$ cat src/rtl/wb_ctrl.sv
// -----------------------------------------------------------------------------
// wb_ctrl -- writeback sequencer for the rv32 core.
//
// Owns the single register-file write port. Two sources share it:
//   * ALU / PC+4 results: written the cycle after issue, back-to-back capable.
//   * Loads: a request is issued to data memory, the front of the pipeline is
//     stalled until the memory acks, then the (optionally byte-extracted) data
//     is committed in a dedicated COMMIT cycle.
// Writes to x0 are suppressed on both paths; a load to x0 still performs the
// complete memory handshake.
//
// Optional feature macro: WB_TIMEOUT_EN
//   defined   -> an 8-bit wait counter aborts a load after TIMEOUT cycles without
//                an ack, pulsing load_fault and returning to IDLE without a write.
//   undefined -> no counter, WAIT_MEM waits indefinitely, load_fault tied to 0.
//
// Ports:
//   clk, nrst              core clock, asynchronous active-low reset
//   issue_valid, rd        instruction presented for writeback, destination reg
//   mem_to_reg, load_byte  load / byte-load (zero-extend bits [7:0]) qualifiers
//   read_pc_4              write PC+4 instead (jal/jalr), overrides mem_to_reg
//   alu_value, pc_4_value  ALU result (also load address), PC+4
//   mem_rd_req, mem_addr   load request and latched load address (registered)
//   mem_ack, mem_rdata     memory completion handshake and read data
//   reg_we/waddr/wdata     register-file write port (registered, 1-cycle pulse)
//   stall                  upstream must hold its instruction (state != IDLE)
//   load_fault             one-cycle pulse on load timeout (registered)
// -----------------------------------------------------------------------------
module wb_ctrl #(
    parameter int DATA_W  = 32,
    parameter int REG_AW  = 5,
    parameter int TIMEOUT = 16
) (
    input  logic              clk,
    input  logic              nrst,
    input  logic              issue_valid,
    input  logic [REG_AW-1:0] rd,
    input  logic              mem_to_reg,
    input  logic              load_byte,
    input  logic              read_pc_4,
    input  logic [DATA_W-1:0] alu_value,
    input  logic [DATA_W-1:0] pc_4_value,
    output logic              mem_rd_req,
    output logic [DATA_W-1:0] mem_addr,
    input  logic              mem_ack,
    input  logic [DATA_W-1:0] mem_rdata,
    output logic              reg_we,
    output logic [REG_AW-1:0] reg_waddr,
    output logic [DATA_W-1:0] reg_wdata,
    output logic              stall,
    output logic              load_fault
);

    typedef enum logic [1:0] {
        ST_IDLE     = 2'd0,
        ST_WAIT_MEM = 2'd1,
        ST_COMMIT   = 2'd2
    } state_t;

    // The 8-bit limit compare below only works for limits that fit the counter.
    if ((TIMEOUT < 2) || (TIMEOUT > 255)) begin : g_bad_timeout
        $error("wb_ctrl: TIMEOUT must lie in 2..255");
    end

    // Returned load data: byte loads zero-extend the low byte, word loads pass through.
    function automatic logic [DATA_W-1:0] load_extract(
        input logic              byte_sel,
        input logic [DATA_W-1:0] raw
    );
        logic [DATA_W-1:0] val;
        if (byte_sel) begin
            val = {{(DATA_W-8){1'b0}}, raw[7:0]};
        end else begin
            val = raw;
        end
        return val;
    endfunction

    state_t              state_r,       state_s;
    logic                mem_rd_req_r,  req_s;
    logic [DATA_W-1:0]   mem_addr_r,    addr_s;
    logic                reg_we_r,      we_s;
    logic [REG_AW-1:0]   reg_waddr_r,   waddr_s;
    logic [DATA_W-1:0]   reg_wdata_r,   wdata_s;
    logic [REG_AW-1:0]   ld_rd_r,       ld_rd_s;
    logic                ld_byte_r,     ld_byte_s;
    logic                rd_nonzero_s;
    logic                ld_rd_nonzero_s;

`ifdef WB_TIMEOUT_EN
    localparam logic [7:0] TMO_LIMIT = 8'(TIMEOUT - 1);
    logic [7:0]          tmo_cnt_r,     tmo_cnt_s;
    logic                load_fault_r,  fault_s;
`endif

    assign rd_nonzero_s    = (rd != {REG_AW{1'b0}});
    assign ld_rd_nonzero_s = (ld_rd_r != {REG_AW{1'b0}});

    // Next-state and next-output decode; registered values hold unless a branch updates them.
    always_comb begin
        state_s   = state_r;
        req_s     = mem_rd_req_r;
        addr_s    = mem_addr_r;
        we_s      = 1'b0;
        waddr_s   = reg_waddr_r;
        wdata_s   = reg_wdata_r;
        ld_rd_s   = ld_rd_r;
        ld_byte_s = ld_byte_r;
`ifdef WB_TIMEOUT_EN
        tmo_cnt_s = tmo_cnt_r;
        fault_s   = 1'b0;
`endif
        case (state_r)
            ST_IDLE: begin
                if (issue_valid) begin
                    if (read_pc_4 || !mem_to_reg) begin
                        // Single-cycle result; x0 is never written.
                        if (rd_nonzero_s) begin
                            we_s    = 1'b1;
                            waddr_s = rd;
                            wdata_s = read_pc_4 ? pc_4_value : alu_value;
                        end else begin
                            we_s    = 1'b0;
                        end
                    end else begin
                        state_s   = ST_WAIT_MEM;
                        req_s     = 1'b1;
                        addr_s    = alu_value;
                        ld_rd_s   = rd;
                        ld_byte_s = load_byte;
`ifdef WB_TIMEOUT_EN
                        tmo_cnt_s = 8'd0;
`endif
                    end
                end else begin
                    state_s = ST_IDLE;
                end
            end
            ST_WAIT_MEM: begin
                if (mem_ack) begin
                    // Ack wins over a simultaneous timeout limit.
                    state_s = ST_COMMIT;
                    req_s   = 1'b0;
                    if (ld_rd_nonzero_s) begin
                        we_s    = 1'b1;
                        waddr_s = ld_rd_r;
                        wdata_s = load_extract(ld_byte_r, mem_rdata);
                    end else begin
                        we_s    = 1'b0;
                    end
`ifdef WB_TIMEOUT_EN
                end else if (tmo_cnt_r == TMO_LIMIT) begin
                    state_s = ST_IDLE;
                    req_s   = 1'b0;
                    fault_s = 1'b1;
                end else begin
                    tmo_cnt_s = tmo_cnt_r + 8'd1;
                end
`else
                end else begin
                    state_s = ST_WAIT_MEM;
                end
`endif
            end
            ST_COMMIT: begin
                // The write pulse was registered on the ack edge; just release the stall.
                state_s = ST_IDLE;
            end
            default: begin
                state_s = ST_IDLE;
                req_s   = 1'b0;
            end
        endcase
    end

    // State and registered outputs; reset clears everything, including data/address.
    always_ff @(posedge clk or negedge nrst) begin
        if (!nrst) begin
            state_r      <= ST_IDLE;
            mem_rd_req_r <= 1'b0;
            mem_addr_r   <= {DATA_W{1'b0}};
            reg_we_r     <= 1'b0;
            reg_waddr_r  <= {REG_AW{1'b0}};
            reg_wdata_r  <= {DATA_W{1'b0}};
            ld_rd_r      <= {REG_AW{1'b0}};
            ld_byte_r    <= 1'b0;
        end else begin
            state_r      <= state_s;
            mem_rd_req_r <= req_s;
            mem_addr_r   <= addr_s;
            reg_we_r     <= we_s;
            reg_waddr_r  <= waddr_s;
            reg_wdata_r  <= wdata_s;
            ld_rd_r      <= ld_rd_s;
            ld_byte_r    <= ld_byte_s;
        end
    end

`ifdef WB_TIMEOUT_EN
    // Load-wait counter and registered timeout pulse.
    always_ff @(posedge clk or negedge nrst) begin
        if (!nrst) begin
            tmo_cnt_r    <= 8'd0;
            load_fault_r <= 1'b0;
        end else begin
            tmo_cnt_r    <= tmo_cnt_s;
            load_fault_r <= fault_s;
        end
    end

    assign load_fault = load_fault_r;
`else
    assign load_fault = 1'b0;
`endif

    assign mem_rd_req = mem_rd_req_r;
    assign mem_addr   = mem_addr_r;
    assign reg_we     = reg_we_r;
    assign reg_waddr  = reg_waddr_r;
    assign reg_wdata  = reg_wdata_r;
    assign stall      = (state_r != ST_IDLE);

endmodule

$ cat config.mk
export PLATFORM = sky130hd
export DESIGN_NAME = wb_ctrl
export DESIGN_NICKNAME = d
export VERILOG_FILES = /design/src/rtl/wb_ctrl.sv
export SDC_FILE = /design/constraint.sdc
export NUM_CORES = 1
export LEC_CHECK = 0
export CAP_MARGIN = 20
export CORE_MARGIN = 1.5
export CORE_UTILIZATION = 41
export DETAILED_ROUTE_END_ITERATION = 10
export GPL_TIMING_DRIVEN = 1
export HOLD_SLACK_MARGIN = 0.06
export PLACE_DENSITY = 0.8
export SLEW_MARGIN = 15
export SYNTH_ARGS = -nofsm -noshare
export SYNTH_HDL_FRONTEND = slang
export SYNTH_SLANG_ARGS = --single-unit
$ cat constraint.sdc
create_clock -name clk -period 2.6 [get_ports clk]
set_input_delay 0.52 -clock clk [delete_from_list [all_inputs] [get_ports clk]]
set_output_delay 0.52 -clock clk [all_outputs]
set_load 0.02 [all_outputs]
==> impl_metrics.yaml <==
outcome:
  status: "finished clean"
grt:
  grt_max_degree: 47
  antenna_found_initial: 0
  gr-usage-all-layers_pct: 21.4
  grt_pass1_wl_um: 16600
  first_global_vias: 3383
  grt_overflow: 0
die:
  die-area_mm2: 0.00985
  start_util_pct: 42.9
  die_h_um: 99.3
  core_area_mm2: 0.00885
  row_count: 34
  die-width_um: 99.3
  io_pins: 181
clock_tree:
  cts.repair.resized: 0
  htree_levels: 3
  cts-root-buf: "clkbuf_8"
  postCtsHoldBufs: 0
  post-cts-setup-buffers: 0
  cts_num_sinks: 79
  clockBufferDepth: 2
  insertion_delay_ns: 0.33
  cts-buffers-inserted: 9
  worst_setup_hold_path_clk_slew_ns: 0.08
  cts_tree: "yes"
placement:
  place_area_mm2: 0.00573
  place.gp.congestion: 0.770
  portBuffers: 179
  dp.cells: 593
  hpwl_um: 7590
  dp_slack_ns: -0.175
layout:
  fill_cells: 713
  final_cell_area_mm2: 0.00593
  layout-drive-gt1-share_pct: 20.2
  areaGrowthSynthToFinish_pct: 56.2
  nNetsFinal: 605
  antennaDiodeCount: 0
  instances_no_fill: 608
synth:
  yosys.area.top_type: "dfrtp_1"
  synth-main-ff-cell: "dfrtp_1"
  synth_seq_cells: 79
  yosysMostFrequentCell: "dfrtp_1"
  synth_warnings: 0
  syn_inst: 315
  syn-num-nets: 423
  synth_common_cells: "dfrtp_1, a21oi_1, mux2_2"
  synth_area_per_cell_um2: 12.1
  netlist_area_mm2: 0.00380
  synth_edf_count: 0
  synthArstFlopShare_pct: 100
  ys_seq_area_share_pct: 52.0
  synth_top_area_share_pct: 52.0
  synthTopCellsByArea: "dfrtp_1, mux2_2, mux2i_1"
  ys_types: 23
routing:
  postRouteAntennaNets: 0
  drc_errors: 0
  routedWlPerCell_um: 16.8
  avgViaCountPerCell: 5.04
  drtIter0Drc: 96
  vias: 3067
  wirelength_um: 10200
  first_pass_iters: 4
pwr:
  power_density_mw_per_mm2: 786
  irDropWorstVdd_mv: 0.459
  p_leak_nw: 2.60
job:
  cap_violations: 0
critical_path:
  reg2reg_setup_slack_ns: 0.58
  rr_endpoint: "reg_wdata[26]"
  critPathLaunch: "rd[1]"
  critPathMaxStageDelay_ns: 0.53
  path_depth: 6
  slowest_stage: "or4_1"
  reg2reg_from: "ld_rd_r[1]"
  required_ns: 2.81
  crit_path_start_kind: "input port"
  setup.worst_path.class: "in -> reg"
  crit_path_max_fanout: 21
  r2r_cells: 5
  cp_cell_sequence: "clkdlybuf4s50_1 -> or4_1 -> nor2_1 -> o21ai_4 -> buf_12 -> mux2_4"
  crit_path_end_kind: "flop"
  critical_path_buf_inv_count: 2
  crit_family: "simple AND/OR/NAND/NOR gates"
  crit_arrival_ns: 2.38
sta:
  finalCriticalPeriod_ns: 2.17
  finClkSkew_ns: 0.0108
  fin_ws_ns: 0.431
  fmax_mhz: 461
  worstMarginPinSlew_ns: 0.816
  final-max-slew-violation-count: 0
  finalSetupViolations: 0
  fin_worst_hold_slack_ns: 0.129
  final-hold-violation-count: 0
  max_slew_margin_pct: 45.5
  rsz0062_at_grt: "no"
  timing.final.crit_share_pct: 83.4
min_path:
  hold_path_class: "in -> async"
## report_power, final
group / leakage, nW / internal (W) / switching (W)
registers: 0.934 / 0.00158 / 0.000197
logic: 1.57 / 0.00109 / 0.000928
clock network: 0.0940 / 0.000456 / 0.000414
total: 2.60 / 0.00312 / 0.00154
## worst max path at each step
stage	endpoint
floorplan	reg_wdata[20]
global placement	reg_wdata[4]
detailed placement	reg_wdata[3]
CTS	reg_wdata[3]
global route	reg_wdata[3]
finish	reg_wdata[26]
## cell type report
cell class	instances	area, µm²	area share [%]
clock buffer	10	138	2.32
clock inverter	4	47.5	0.801
inverter	10	37.5	0.633
multi-input combinational	203	1680	28.3
sequential	79	1980	33.3
tap	108	135	2.28
timing repair buffer	194	1920	32.4
## worst reg2reg max path, delay by kind of cell, from the launching register on
family,cells,cell delay (ns)
AOI/OAI and AO/OA,2,0.42
buffers and inverters,1,0.22
DFF,1,0.39
muxes,1,0.32
and+or+nand+nor,1,0.56
## stage by stage
step	total power (W)	TNS, ns	util (%)
after global placement	0.00376	-0.607	64.7
after CTS	0.00471	0	66.8
after global routing	0.00491	0	67.1
after floorplan	0.00277	0	-
final	0.00466	0	67.1
after detailed placement	0.00382	-3.70	64.7
## cells by family (layout without fill, tap and decap cells)
group           count (synthesis)  in the layout  share of synthesized area (%)
mux                           107            107                           31.5
simple gates                   35             35                           4.08
buf+inv                        33            218                           4.08
other cells                     1              1                         0.0987
compound gates                 60             60                           8.20
flops                          79             79                           52.0
## sequential cells by signal, indices dropped and copies added, names as in the netlist
name,cells
mem_addr,32
reg_we,1
ld_byte_r,1
reg_waddr,5
mem_rd_req,1
ld_rd_r,5
reg_wdata,32
state_r,2
## cell usage in the layout (no fill, tap or decap), drive strengths merged
master and n:
nor2 10, or4 2, nand2b 2, o21ai 3, dfrtp 79, and2 1
mux2i 40, nand4b 1, nand3 1, bufinv 1, conb 1, nor2b 1
mux2 67, clkbuf 10, a21oi 56, inv 10, nand2 17, clkinvlp 1
clkinv 2, buf 17, o211ai 1, clkdlybuf4s50 177
## routing by layer
layer,vias up,track usage [%],part of all wire (%)
met1,1463,25.3,40
li1,1466,-,-
met2,125,37.9,52
met4,0,7.48,1.7
met3,13,5.34,6.7
met5,-,0,0
No activity file was read; power rests on OpenSTA's default activity.
